### config.mk
export PLATFORM = sky130hd
export DESIGN_NAME = interrupt_sequencer
export DESIGN_NICKNAME = d
export VERILOG_FILES = /design/src/rtl/interrupt_sequencer_pkg.sv /design/src/rtl/interrupt_sequencer_edge_latch.sv /design/src/rtl/interrupt_sequencer.sv
export SDC_FILE = /design/constraint.sdc
export NUM_CORES = 1
export LEC_CHECK = 0
export ABC_AREA = 1
export BUFFER_PORTS_ARGS = -buffer_cell sky130_fd_sc_hd__buf_2
export CORE_UTILIZATION = 50
export DETAILED_ROUTE_END_ITERATION = 10
export PLACE_DENSITY = 0.85
export SKIP_LAST_GASP = 1
export SLEW_MARGIN = 20
export SYNTH_ARGS = -nofsm -noshare
export SYNTH_HDL_FRONTEND = slang
export SYNTH_HIERARCHICAL = 1
export SYNTH_SLANG_ARGS = --single-unit
### constraint.sdc
create_clock -name clk -period 3.5 [get_ports clk]
set_clock_uncertainty 0.2 [all_clocks]
set_input_delay 0.7 -clock clk [delete_from_list [all_inputs] [get_ports clk]]
set_output_delay 0.7 -clock clk [all_outputs]
set_load 0.01 [all_outputs]
### src/rtl/interrupt_sequencer_pkg.sv
// Shared types and constants for the interrupt entry sequencer.
package interrupt_sequencer_pkg;

  localparam int PC_W = 32;
  localparam int D_W  = 16;

  localparam logic [D_W-1:0] DEFAULT_VEC_ADDR     = 16'h0002;
  localparam int             DEFAULT_DRAIN_CYCLES = 3;

  typedef enum logic [2:0] {
    IDLE,
    DRAIN,
    PUSH_HI,
    PUSH_LO,
    VEC_HI,
    VEC_LO,
    LOAD,
    ACK
  } state_t;

endpackage

### src/rtl/interrupt_sequencer_edge_latch.sv
// Rising-edge detector plus one-deep pending flag for the interrupt request line.
// The previous-sample register resets to 1 so a line held high through reset is not an edge.
module int_edge_latch (
  input  logic clk,
  input  logic reset,
  input  logic irq,
  input  logic clear,
  output logic request
);

  logic prev_reg;
  logic pending_reg;
  logic rise;

  assign rise    = irq & ~prev_reg;
  // The edge itself counts as a request in the same cycle, so an idle sequencer reacts without a latch delay.
  assign request = pending_reg | rise;

  always_ff @(posedge clk) begin
    if (reset) begin
      prev_reg    <= 1'b1;
      pending_reg <= 1'b0;
    end else begin
      prev_reg    <= irq;
      pending_reg <= (pending_reg | rise) & ~clear;
    end
  end

endmodule

### src/rtl/interrupt_sequencer.sv
// Interrupt entry sequencer: waits for a safe decode boundary, drains the pipeline,
// pushes the resume PC, saves flags, fetches the handler vector and loads it into fetch.
module interrupt_sequencer
  import interrupt_sequencer_pkg::*;
#(
  parameter logic [D_W-1:0] VEC_ADDR     = DEFAULT_VEC_ADDR,
  parameter int             DRAIN_CYCLES = DEFAULT_DRAIN_CYCLES
) (
  input  logic            clk,
  input  logic            reset,
  input  logic            interrupt,
  input  logic            branch_flush,
  input  logic            id_two_word,
  input  logic [PC_W-1:0] pc_in,
  input  logic [D_W-1:0]  vec_data,
  output logic            stall_fetch,
  output logic            inject_bubble,
  output logic            push_valid,
  output logic [D_W-1:0]  push_data,
  output logic            save_flags,
  output logic            vec_rd,
  output logic [D_W-1:0]  vec_addr,
  output logic            pc_load,
  output logic [PC_W-1:0] pc_load_value,
  output logic            int_ack,
  output logic            busy
);

  localparam int             CNT_W      = $clog2(DRAIN_CYCLES + 1);
  localparam logic [CNT_W-1:0] DRAIN_LOAD = CNT_W'(DRAIN_CYCLES - 1);

  state_t            state_reg, state_next;
  logic [CNT_W-1:0]  cnt_reg, cnt_next;
  logic [PC_W-1:0]   resume_pc_reg, resume_pc_next;
  logic [D_W-1:0]    vec_hi_reg, vec_hi_next;
  logic              request;
  logic              start;

  assign start = (state_reg == IDLE) & request & ~id_two_word & ~branch_flush;

  int_edge_latch u_edge (
    .clk     (clk),
    .reset   (reset),
    .irq     (interrupt),
    .clear   (start),
    .request (request)
  );

  always_ff @(posedge clk) begin
    if (reset) begin
      state_reg     <= IDLE;
      cnt_reg       <= '0;
      resume_pc_reg <= '0;
      vec_hi_reg    <= '0;
    end else begin
      state_reg     <= state_next;
      cnt_reg       <= cnt_next;
      resume_pc_reg <= resume_pc_next;
      vec_hi_reg    <= vec_hi_next;
    end
  end

  always_comb begin
    state_next     = state_reg;
    cnt_next       = cnt_reg;
    resume_pc_next = resume_pc_reg;
    vec_hi_next    = vec_hi_reg;
    stall_fetch    = 1'b0;
    inject_bubble  = 1'b0;
    push_valid     = 1'b0;
    push_data      = '0;
    save_flags     = 1'b0;
    vec_rd         = 1'b0;
    vec_addr       = '0;
    pc_load        = 1'b0;
    pc_load_value  = '0;
    int_ack        = 1'b0;

    case (state_reg)
      IDLE: begin
        // Branch resolution and split two-word instructions are unsafe boundaries; retry next cycle.
        if (start) begin
          state_next     = DRAIN;
          cnt_next       = DRAIN_LOAD;
          resume_pc_next = pc_in;
        end
      end
      DRAIN: begin
        stall_fetch   = 1'b1;
        inject_bubble = 1'b1;
        if (cnt_reg == '0) begin
          state_next = PUSH_HI;
        end else begin
          cnt_next = cnt_reg - 1'b1;
        end
      end
      PUSH_HI: begin
        stall_fetch   = 1'b1;
        inject_bubble = 1'b1;
        push_valid    = 1'b1;
        push_data     = resume_pc_reg[PC_W-1:D_W];
        save_flags    = 1'b1;
        state_next    = PUSH_LO;
      end
      PUSH_LO: begin
        stall_fetch   = 1'b1;
        inject_bubble = 1'b1;
        push_valid    = 1'b1;
        push_data     = resume_pc_reg[D_W-1:0];
        state_next    = VEC_HI;
      end
      VEC_HI: begin
        stall_fetch   = 1'b1;
        inject_bubble = 1'b1;
        vec_rd        = 1'b1;
        vec_addr      = VEC_ADDR;
        state_next    = VEC_LO;
      end
      VEC_LO: begin
        // Read data arriving now belongs to the high-half read issued in VEC_HI.
        stall_fetch   = 1'b1;
        inject_bubble = 1'b1;
        vec_rd        = 1'b1;
        vec_addr      = VEC_ADDR + D_W'(1);
        vec_hi_next   = vec_data;
        state_next    = LOAD;
      end
      LOAD: begin
        stall_fetch   = 1'b1;
        inject_bubble = 1'b1;
        pc_load       = 1'b1;
        pc_load_value = {vec_hi_reg, vec_data};
        state_next    = ACK;
      end
      ACK: begin
        inject_bubble = 1'b1;
        int_ack       = 1'b1;
        state_next    = IDLE;
      end
      default: state_next = IDLE;
    endcase
  end

  assign busy = (state_reg != IDLE);

endmodule

==> out/metrics.cfg, run 1 <==
[setup_path]
worstPathCellList = nand2_1 > clkinv_1 > nand3_1 > nand2_1 > buf_2
cp.depth = 5
worst-path-buf-inv = 2
r2r-end = resume_pc_reg[0]
ff2ff_path_depth = 5
worstPathMaxFanout = 18
r2r-start = state_reg[2]
max_stage_delay_ns = 0.44
cp_common_cell = nand2_1
critPathTopFamily = buffers and inverters
startpoint_type = flip-flop
cpMaxStageDelayCell = clkinv_1
reg2reg_setup_slack_ns = 1.61
crit_type = flip-flop to primary output
cp.arrival_ns = 1.68
cp-end-kind = primary output
cp.required_ns = 2.60

[grt]
grt_pass1_vias = 2102
grt_usage_pct = 20.93
grt_pass1_wl_mm = 9.052
grt_max_degree = 34
grt_overflow = 0
antenna_found_initial = 0

[synth]
synth_seq_cells = 55
synth_area_leaders = dfxtp_1 (41%), nor2_1 (15%), nand2_1 (6.8%)
yosys.area.top_type = dfxtp_1
ys.flop_type = dfxtp_1
synth.most_common_cell = nor2_1
yosys-top-cells-count = nor2_1 (105), dfxtp_1 (55), nand2_1 (48), inv_1 (46), o21ai_1 (29)
syn_area_um2 = 2660
netlist_instances = 396
synth-seq-area-share_pct = 41.39
ys_types = 25
async_flop_share_pct = 0
synth.avg_cell_area_um2 = 6.717
synth_warnings = 6
synth_edf_count = 0
yosysTopAreaCellShare_pct = 41.39

[final_layout]
area_growth_pct = 20.84
fillCellCount = 487
layout-drive-gt1-share_pct = 26.72
layoutNonFillerInstCount = 564
largest_reg_flops = 32
seq_area_um2 = 1101
diodes = 0
multi_input_area_um2 = 1170
layout.nets = 547

[power_and_ir_drop]
pwr-share-clk_pct = 27.6
power_per_cell_area_nw_per_um2 = 405.6
p_leak_nw = 1.809
intPower_uw = 913.4
finalPower_mw = 1.304
pwr-share-comb_pct = 19.8
ir_drop_mv = 0.2224
power.switching_uw = 390.4
seqPwrFrac_pct = 52.6
power.share.switching_pct = 29.94

[clock_network]
postCtsSetupRepairBufs = 0
cts_root_buffer = clkbuf_8
cts_buffer_depth = 2
hold_buffers = 0
tritoncts = yes
clock_latency_ns = 0.30
clock-sinks = 55
cts_resized = 0
cts.reportedPaths.clkPinSlew_ns = 0.09
cts-htree-levels = 2
cts_made_buffers = 5

[route]
detail_route.vias_per_cell = 4.679
drt-total-wl_mm = 5.900
routed-via-count = 2639
dr.pass1.iters = 4
wl_per_cell_um = 10.46
drt_iter0_markers = 106
drtAntennaViolNets = 0
route.detailed.drc = 0

[min_path]
min_path_cells = 2
hold_end = vec_hi_reg[4]
holdCritStartpoint = vec_hi_reg[4]
hold_path_class = flip-flop to flip-flop

[timing]
worstMarginPinSlew_ns = 0.7583
grt_setup_unrepaired = false
final_max_slew_viol_count = 0
hold_violations = 0
tns_ns = 0
fin_crit_sh_pct = 73.69
worst_hold_slack_ns = 0.2579
fmax_mhz = 387.7
finalSetupViolCount = 0
slew_headroom_pct = 49.33
setup_ws_ns = 0.9209
period_needed_ns = 2.579

[floorplanning]
die_h_um = 74.94
die_area_um2 = 5616
fp.dieW_um = 74.94
fp-row-count = 26
coreArea_um2 = 5107
io_pins = 125
start_util_pct = 52.08

[placed_design]
gp_congestion = 0.8570
dp_hpwl_mm = 4.132
dpl_worst_slack_ns = 1.253
placed_cells = 556
numPortBuffers = 110

[status]
status = finished, final reports clean

[job]
maxCapViolations = 0

power by group through the flow:
stage,clock network [mW],logic (mW),registers (mW)
finish,0.360,0.258,0.685
global route,0.395,0.292,0.690
CTS,0.373,0.258,0.685
detailed placement,0,0.257,0.699
global placement,0,0.252,0.698
floorplan,0,0.193,0.694
logic make-up after synthesis:
logic type      Yosys count  share of synthesized area (%)
buf+inv                  87                          16.46
flops                    55                          41.39
fa+ha+maj                 1                         0.4703
compound gates           69                          13.12
other cells               1                         0.1410
simple gates            183                          28.41
layout by cell type, fill, tap and decap left out, types with 2 or more instances in the layout:
| master | n |
|---|---|
| o21ai_1 | 29 |
| inv_2 | 5 |
| dfxtp_1 | 55 |
| inv_1 | 46 |
| nand2_1 | 48 |
| nand2_4 | 2 |
| conb_1 | 14 |
| nand2_2 | 2 |
| nor3_1 | 2 |
| clkbuf_8 | 6 |
| o21ai_0 | 21 |
| a21oi_1 | 18 |
| nand3_1 | 19 |
| buf_2 | 110 |
| nor2_1 | 105 |
| nor2_4 | 2 |
| buf_4 | 2 |
per-stage QoR:
| stage | instance area [um2] | util, % |
|---|---|---|
| final | 3214 | 62.93 |
| after global routing | 3214 | 62.93 |
| after CTS | 3214 | 62.93 |
| after detailed placement | 3119 | 61.07 |
| after global placement | 3119 | 61.07 |
| after floorplan | 2709 | - |
layout make-up:
class	instances	area share, %
well taps	70	2.725
clock buffers	7	2.686
multi-input cells	267	36.40
inverters	52	6.072
flip-flops and latches	55	34.25
repair buffers	112	17.59
clock inverters	1	0.2725
tightest hold or removal path: cells and delay by family, from the launching register on:
kind | cells | cell delay [ns]
AOI/OAI and AO/OA | 1 | 0.05
buffers and inverters | 1 | 0.06
DFF | 1 | 0.31
worst max-delay path by stage:
stage / from / to / slack, ns
floorplan: state_reg[1] / push_data[0] / 1.43
finish: state_reg[0] / push_data[1] / 0.92
detailed placement: state_reg[0] / push_data[13] / 1.25
CTS: state_reg[0] / push_data[13] / 0.91
global route: state_reg[0] / push_data[5] / 0.76
global placement: state_reg[0] / push_data[2] / 1.30
layer usage:
metal | wire length (um) | global-route usage [%] | vias up
met5 | 0 | 0 | -
met4 | 22 | 5.241 | 0
met3 | 440 | 6.292 | 2
met2 | 2796 | 38.54 | 96
met1 | 2641 | 23.51 | 1161
li1 | - | - | 1380
Note: power is estimated with default switching activity, not from simulation.
==> run 2, diff against run 1 <==
--- a/config.mk
+++ b/config.mk
@@ -5,11 +5,11 @@
 export SDC_FILE = /design/constraint.sdc
 export NUM_CORES = 1
 export LEC_CHECK = 0
-export ABC_AREA = 1
+export ABC_AREA = 0
 export BUFFER_PORTS_ARGS = -buffer_cell sky130_fd_sc_hd__buf_2
-export CORE_UTILIZATION = 50
+export CORE_UTILIZATION = 47
 export DETAILED_ROUTE_END_ITERATION = 10
-export PLACE_DENSITY = 0.85
+export PLACE_DENSITY = 0.8
 export SKIP_LAST_GASP = 1
 export SLEW_MARGIN = 20
 export SYNTH_ARGS = -nofsm -noshare
==> constraint.sdc (replaced) <==
create_clock -name clk -period 2.6 [get_ports clk]
set_clock_uncertainty 0.2 [all_clocks]
set_input_delay 0.52 -clock clk [delete_from_list [all_inputs] [get_ports clk]]
set_output_delay 0.52 -clock clk [all_outputs]
set_load 0.01 [all_outputs]
==> run 2 against run 1 <==
  * Final cell count is 12% lower
  * Critical path depth is 1 lower
  * Hold slack worse by 0.040 ns
==> out/metrics.cfg, run 2 <==
[status]
status = finished, final reports clean

[timing]
fmax_mhz = 402.4
period_needed_ns = 2.485
tns_ns = 0  ; unchanged
finalSetupViolCount = 0  ; unchanged
worstMarginPinSlew_ns = 0.5506  ; -0.2077 ns
hold_violations = 0  ; unchanged
final_max_slew_viol_count = 0  ; unchanged
fin_crit_sh_pct = 95.58
grt_setup_unrepaired = false
slew_headroom_pct = 63.25  ; +14 points

[floorplanning]
die_area_um2 = 6339  ; +13%
die_h_um = 79.62  ; +6.2%
io_pins = 125  ; unchanged
coreArea_um2 = 5642  ; +10%
fp.dieW_um = 79.62  ; +6.2%
start_util_pct = 50.19  ; -1.9 points
fp-row-count = 27  ; +3.8%

[clock_network]
cts_resized = 0  ; unchanged
tritoncts = yes
cts_buffer_depth = 2  ; unchanged
clock_latency_ns = 0.30  ; about the same
cts_root_buffer = clkbuf_8
postCtsSetupRepairBufs = 0  ; unchanged
hold_buffers = 0  ; unchanged
cts-htree-levels = 2  ; unchanged
cts.reportedPaths.clkPinSlew_ns = 0.09  ; about the same
clock-sinks = 55  ; unchanged
cts_made_buffers = 5  ; unchanged

[power_and_ir_drop]
ir_drop_mv = 0.2710  ; +22%
p_leak_nw = 1.583  ; -12%
power_per_cell_area_nw_per_um2 = 500.1  ; +23%

[synth]
yosysTopAreaCellShare_pct = 38.89  ; -2.5 points
synth.avg_cell_area_um2 = 8.554  ; +27%
synth-seq-area-share_pct = 38.89  ; -2.5 points
ys_types = 33  ; +32%
synth_seq_cells = 55  ; unchanged
synth_area_leaders = dfxtp_1 (39%), nand4b_1 (9.9%), and2_1 (7.3%)
synth.most_common_cell = dfxtp_1
syn_area_um2 = 2831  ; +6.4%
synth_warnings = 6  ; unchanged
ys.flop_type = dfxtp_1
yosys.area.top_type = dfxtp_1
synth_edf_count = 0  ; unchanged
netlist_instances = 331  ; -16%
yosys-top-cells-count = dfxtp_1 (55), nand2_1 (35), and2_1 (33), nand2b_1 (32), nand4b_1 (32)
async_flop_share_pct = 0  ; unchanged

[setup_path]
startpoint_type = flip-flop
r2r-start = state_reg[2]
crit_type = flip-flop to primary output
ff2ff_path_depth = 4  ; -1
startpoint = state_reg[2]
cp-end-kind = primary output
cp.arrival_ns = 1.77  ; +0.09 ns
r2r-end = resume_pc_reg[2]
cp.required_ns = 1.88  ; -0.72 ns
reg2reg_setup_slack_ns = 0.65  ; -0.96 ns
endpoint = pc_load_value[20]
worstPathMaxFanout = 33  ; +15

[min_path]
holdCritStartpoint = interrupt
hold_path_class = input port to flip-flop

[route]
drt-total-wl_mm = 6.389  ; +8.3%
detail_route.vias_per_cell = 5.136  ; +9.8%
wl_per_cell_um = 12.80  ; +22%
drt_iter0_markers = 156  ; +47%
drtAntennaViolNets = 0  ; unchanged
dr.pass1.iters = 4  ; unchanged
route.detailed.drc = 0  ; unchanged
routed-via-count = 2563  ; -2.9%

[job]
maxCapViolations = 0  ; unchanged

[final_layout]
final_cell_mix = buf_2 (110), dfxtp_1 (55), nand2_1 (35), and2_1 (33)
multi_input_area_um2 = 1491  ; +27%
diodes = 0  ; unchanged
layout-drive-gt1-share_pct = 31.62  ; +4.9 points
area_growth_pct = 21.48
fillCellCount = 524  ; +7.6%
seq_area_um2 = 1101  ; unchanged
largest_reg_flops = 32  ; unchanged
final_common_cell = buf_2
final_core_util_pct = 60.97  ; -2.0 points
layout.nets = 480  ; -12%

[grt]
antenna_found_initial = 0  ; unchanged
grt_pass1_vias = 2323  ; +11%
grt_overflow = 0  ; unchanged
grt_pass1_wl_mm = 10.26  ; +13%
grt_usage_pct = 20.32  ; -0.61 points
grt_max_degree = 47  ; +38%

[placed_design]
dp_hpwl_mm = 4.348  ; +5.2%
numPortBuffers = 110  ; unchanged
gp_congestion = 0.7372  ; -14%

## run 2: worst min-delay path by stage
stage / endpoint / slack (ns) / cells past startpoint
floorplan: vec_hi_reg[0] / 0.23 / 2
global placement: vec_hi_reg[15] / 0.24 / 2
detailed placement: vec_hi_reg[14] / 0.24 / 2
CTS: u_edge/prev_reg / 0.21 / 2
global route: u_edge/prev_reg / 0.21 / 2
finish: u_edge/prev_reg / 0.22 / 2
## run 2: area by class of cell
cell class                      count  area share [%]
Clock buffer                        7           2.801
Clock inverter                      1          0.2183
Inverter                            6          0.6548
Multi-Input combinational cell    239           43.36
Sequential cell                    55           32.01
Tap cell                           72           2.619
Timing Repair Buffer              119           18.33
## run 2: cells by family after synthesis
family	after synthesis	share of synthesized area [%]
buf+inv	50	10.38
simple gates	153	35.09
other cells	1	0.1324
xor+xnor	1	0.3094
compound gates	70	14.76
flops	55	38.89
fa+ha+maj	1	0.4418
## run 2: per-stage QoR
step	hold WS, ns	setup WS (ns)	power, mW	std cells	instance area [um2]
detailed placement	0.2431	0.4526	1.225	491	3336
global route	0.2144	0.0004565	1.807	499	3440
CTS	0.2130	0.09866	1.735	499	3440
finish	0.2175	0.1149	1.720	499	3440
global placement	0.2395	0.4885	1.219	491	3336
floorplan	0.2317	0.6661	1.128	344	2880
## run 2: worst max-delay path, stage by stage, from the launching register on
cell     delay [ns]
dfxtp_1        0.68
and3_1         0.24
buf_4          0.24
and2_1         0.17
buf_2          0.13
## run 2: power breakdown
group	leakage, nW	total (mW)	switching (mW)	internal, mW
clock network	0.0505	0.513	0.270	0.243
registers	0.444	0.896	0.0302	0.866
logic	1.09	0.311	0.185	0.126
total	1.58	1.72	0.485	1.24
## run 2: per-layer routing
layer	up-vias	share of wire, %	track usage, %
li1	1288	-	-
met1	1170	44	25.51
met2	100	47	34.27
met3	5	7.7	4.229
met4	0	0.97	6.909
met5	-	0	0
==> run 3, diff against run 2 <==
--- a/config.mk
+++ b/config.mk
@@ -5,11 +5,12 @@
 export SDC_FILE = /design/constraint.sdc
 export NUM_CORES = 1
 export LEC_CHECK = 0
-export ABC_AREA = 0
+export ABC_AREA = 1
 export BUFFER_PORTS_ARGS = -buffer_cell sky130_fd_sc_hd__buf_2
-export CORE_UTILIZATION = 47
+export CORE_UTILIZATION = 46
 export DETAILED_ROUTE_END_ITERATION = 10
-export PLACE_DENSITY = 0.8
+export GPL_TIMING_DRIVEN = 1
+export PLACE_DENSITY = 0.79
 export SKIP_LAST_GASP = 1
 export SLEW_MARGIN = 20
 export SYNTH_ARGS = -nofsm -noshare
==> run 3 against run 2 <==
  * Core utilization fell by 2.2 points
  * Count of clock-buffer cells in the layout decreased by 1
  * Hold slack worse by 0.0055 ns
  * Sequential share of layout area grew 1.8 points
  * Die area shrank 3.9%
  * Maximum frequency up 5.9%
  * Largest power group unchanged
  * Combinational power is 14% higher
  * Final cell count up 14%
  * Largest cell class unchanged
  * Worst setup slack improved by 0.14 ns
  * Global-route usage grew 0.68 points
  * Wire length fell by 3.0%
  * Sequential power increased by 3.0%
==> out/metrics.cfg, run 3 (synthesis results as in run 1) <==
[status]
status = finished, final reports clean

[grt]
grt_usage_pct = 20.99  ; +0.68 points
grt_pass1_wl_mm = 10.21  ; -0.47%
grt_max_degree = 34  ; -28%
grt_overflow = 0  ; unchanged
grt_pass1_vias = 2347  ; +1.0%
antenna_found_initial = 0  ; unchanged

[timing]
worst_hold_slack_ns = 0.2121  ; -0.005451 ns
tns_ns = 0  ; unchanged
slew_headroom_pct = 65.67  ; +2.4 points
fmax_mhz = 426.2  ; +5.9%
hold_violations = 0  ; unchanged
fin_crit_sh_pct = 90.25  ; -5.3 points
final_max_slew_viol_count = 0  ; unchanged
worstMarginPinSlew_ns = 0.5138  ; -0.03679 ns
period_needed_ns = 2.347  ; -0.1386 ns
finalSetupViolCount = 0  ; unchanged
grt_setup_unrepaired = false

[setup_path]
critPathTopFamily = buffers and inverters
worstPathCellList = inv_2 > nor2_1 > nand2_1 > inv_2 > nand2_1 > nand2_1 > buf_2
cp_common_cell = nand2_1
r2r-end = resume_pc_reg[8]
cpMaxStageDelayCell = dfxtp_1
worst-path-buf-inv = 3  ; +1
r2r-start = state_reg[2]
cp-end-kind = primary output
worstPathMaxFanout = 17  ; -48%
max_stage_delay_ns = 0.45  ; -0.23 ns
ff2ff_path_depth = 6  ; +2
crit_type = flip-flop to primary output
startpoint_type = flip-flop
cp.arrival_ns = 1.63  ; -0.14 ns
cp.required_ns = 1.88  ; about the same
reg2reg_setup_slack_ns = 0.78  ; +0.13 ns

[route]
detail_route.vias_per_cell = 4.678  ; -8.9%
drtAntennaViolNets = 0  ; unchanged
dr.pass1.iters = 5  ; +1
drt_iter0_markers = 144  ; -7.7%
drt-total-wl_mm = 6.198  ; -3.0%
routed-via-count = 2662  ; +3.9%
wl_per_cell_um = 10.89  ; -15%
route.detailed.drc = 0  ; unchanged

[final_layout]
layout-drive-gt1-share_pct = 27.36  ; -4.3 points
largest_reg_flops = 32  ; unchanged
final_core_util_pct = 58.81  ; -2.2 points
area_growth_pct = 22.48
layout.nets = 551  ; +15%
final_common_cell = buf_2
layoutNonFillerInstCount = 569  ; +14%
diodes = 0  ; unchanged
final_cell_mix = buf_2 (110), nor2_1 (105), dfxtp_1 (55), nand2_1 (48), inv_1 (46)

[clock_network]
tritoncts = yes
cts_buffer_depth = 2  ; unchanged
cts_root_buffer = clkbuf_8
cts_made_buffers = 5  ; unchanged
clock_latency_ns = 0.30  ; about the same
cts-htree-levels = 2  ; unchanged
postCtsSetupRepairBufs = 0  ; unchanged
clock-sinks = 55  ; unchanged
cts.reportedPaths.clkPinSlew_ns = 0.09  ; about the same

[min_path]
hold_path_class = input port to flip-flop
min_path_cells = 2  ; unchanged
holdCritStartpoint = interrupt
hold_end = u_edge/prev_reg

[placed_design]
placed_cells = 562  ; +14%
dp_hpwl_mm = 4.501  ; +3.5%
gp_congestion = 0.8139  ; +10%
numPortBuffers = 110  ; unchanged

[floorplanning]
fp.dieW_um = 78.05  ; -2.0%
start_util_pct = 48.01  ; -2.2 points
coreArea_um2 = 5540  ; -1.8%
io_pins = 125  ; unchanged
die_h_um = 78.05  ; -2.0%
fp-row-count = 27  ; unchanged
die_area_um2 = 6091  ; -3.9%

[power_and_ir_drop]
p_leak_nw = 1.829  ; +16%
ir_drop_mv = 0.3434  ; +27%
power_per_cell_area_nw_per_um2 = 559.1  ; +12%

[job]
maxCapViolations = 0  ; unchanged

## run 3: report_power, final
part	internal (mW)	total, mW	switching (mW)
Combinational	0.126	0.353	0.227
Clock	0.283	0.546	0.263
Sequential	0.889	0.923	0.0340
Total	1.30	1.82	0.525
## run 3: area by class of cell
class | count | area, um2
tap | 72 | 90.09
inverter | 52 | 198.9
sequential | 55 | 1101
timing repair buffer | 116 | 595.6
multi-input combinational | 267 | 1170
clock inverter | 1 | 30.03
clock buffer | 6 | 72.57
fill | 582 | 2282
## run 3: how the worst max path moves through the flow
stage | cells past startpoint | end | slack (ns) | start
after global placement | 5 | push_data[13] | 0.58 | state_reg[0]
after CTS | 5 | push_data[8] | 0.12 | state_reg[0]
after floorplan | 7 | push_data[0] | 0.71 | state_reg[1]
final | 7 | push_data[11] | 0.25 | state_reg[1]
after detailed placement | 5 | push_data[8] | 0.49 | state_reg[0]
after global routing | 7 | push_data[3] | 0.08 | state_reg[1]
## run 3: metrics by stage
step | area [um2] | power [mW] | worst slack (ns)
6_report | 3258 | 1.822 | 0.2535
2_1_floorplan | 2709 | 1.193 | 0.7147
5_1_grt | 3258 | 1.923 | 0.07824
3_3_place_gp | 3152 | 1.283 | 0.5778
3_5_place_dp | 3152 | 1.294 | 0.4867
4_1_cts | 3254 | 1.839 | 0.1248
## run 3: what timing repair did
action | 4_1_cts | 5_1_grt
setup endpoints to repair | 0 | 1
gates resized for setup | 0 | 1
hold buffers | 0 | 0
## run 3: metal layers
layer / global-route usage, % / up-vias / wire length [um]
met3: 4.070 / 5 / 513
met1: 24.65 / 1149 / 2731
met2: 37.72 / 123 / 2890
met5: 0 / - / 0
li1: - / 1385 / -
met4: 7.593 / 0 / 62
## run 3: worst register-to-register path, stage by stage, from the launching register on
cell and delay (ns):
dfxtp_1 0.40, inv_2 0.32, nand2_2 0.13, nor2_2 0.17, nand2_4 0.24, nor2_1 0.20, nor2_1 0.07
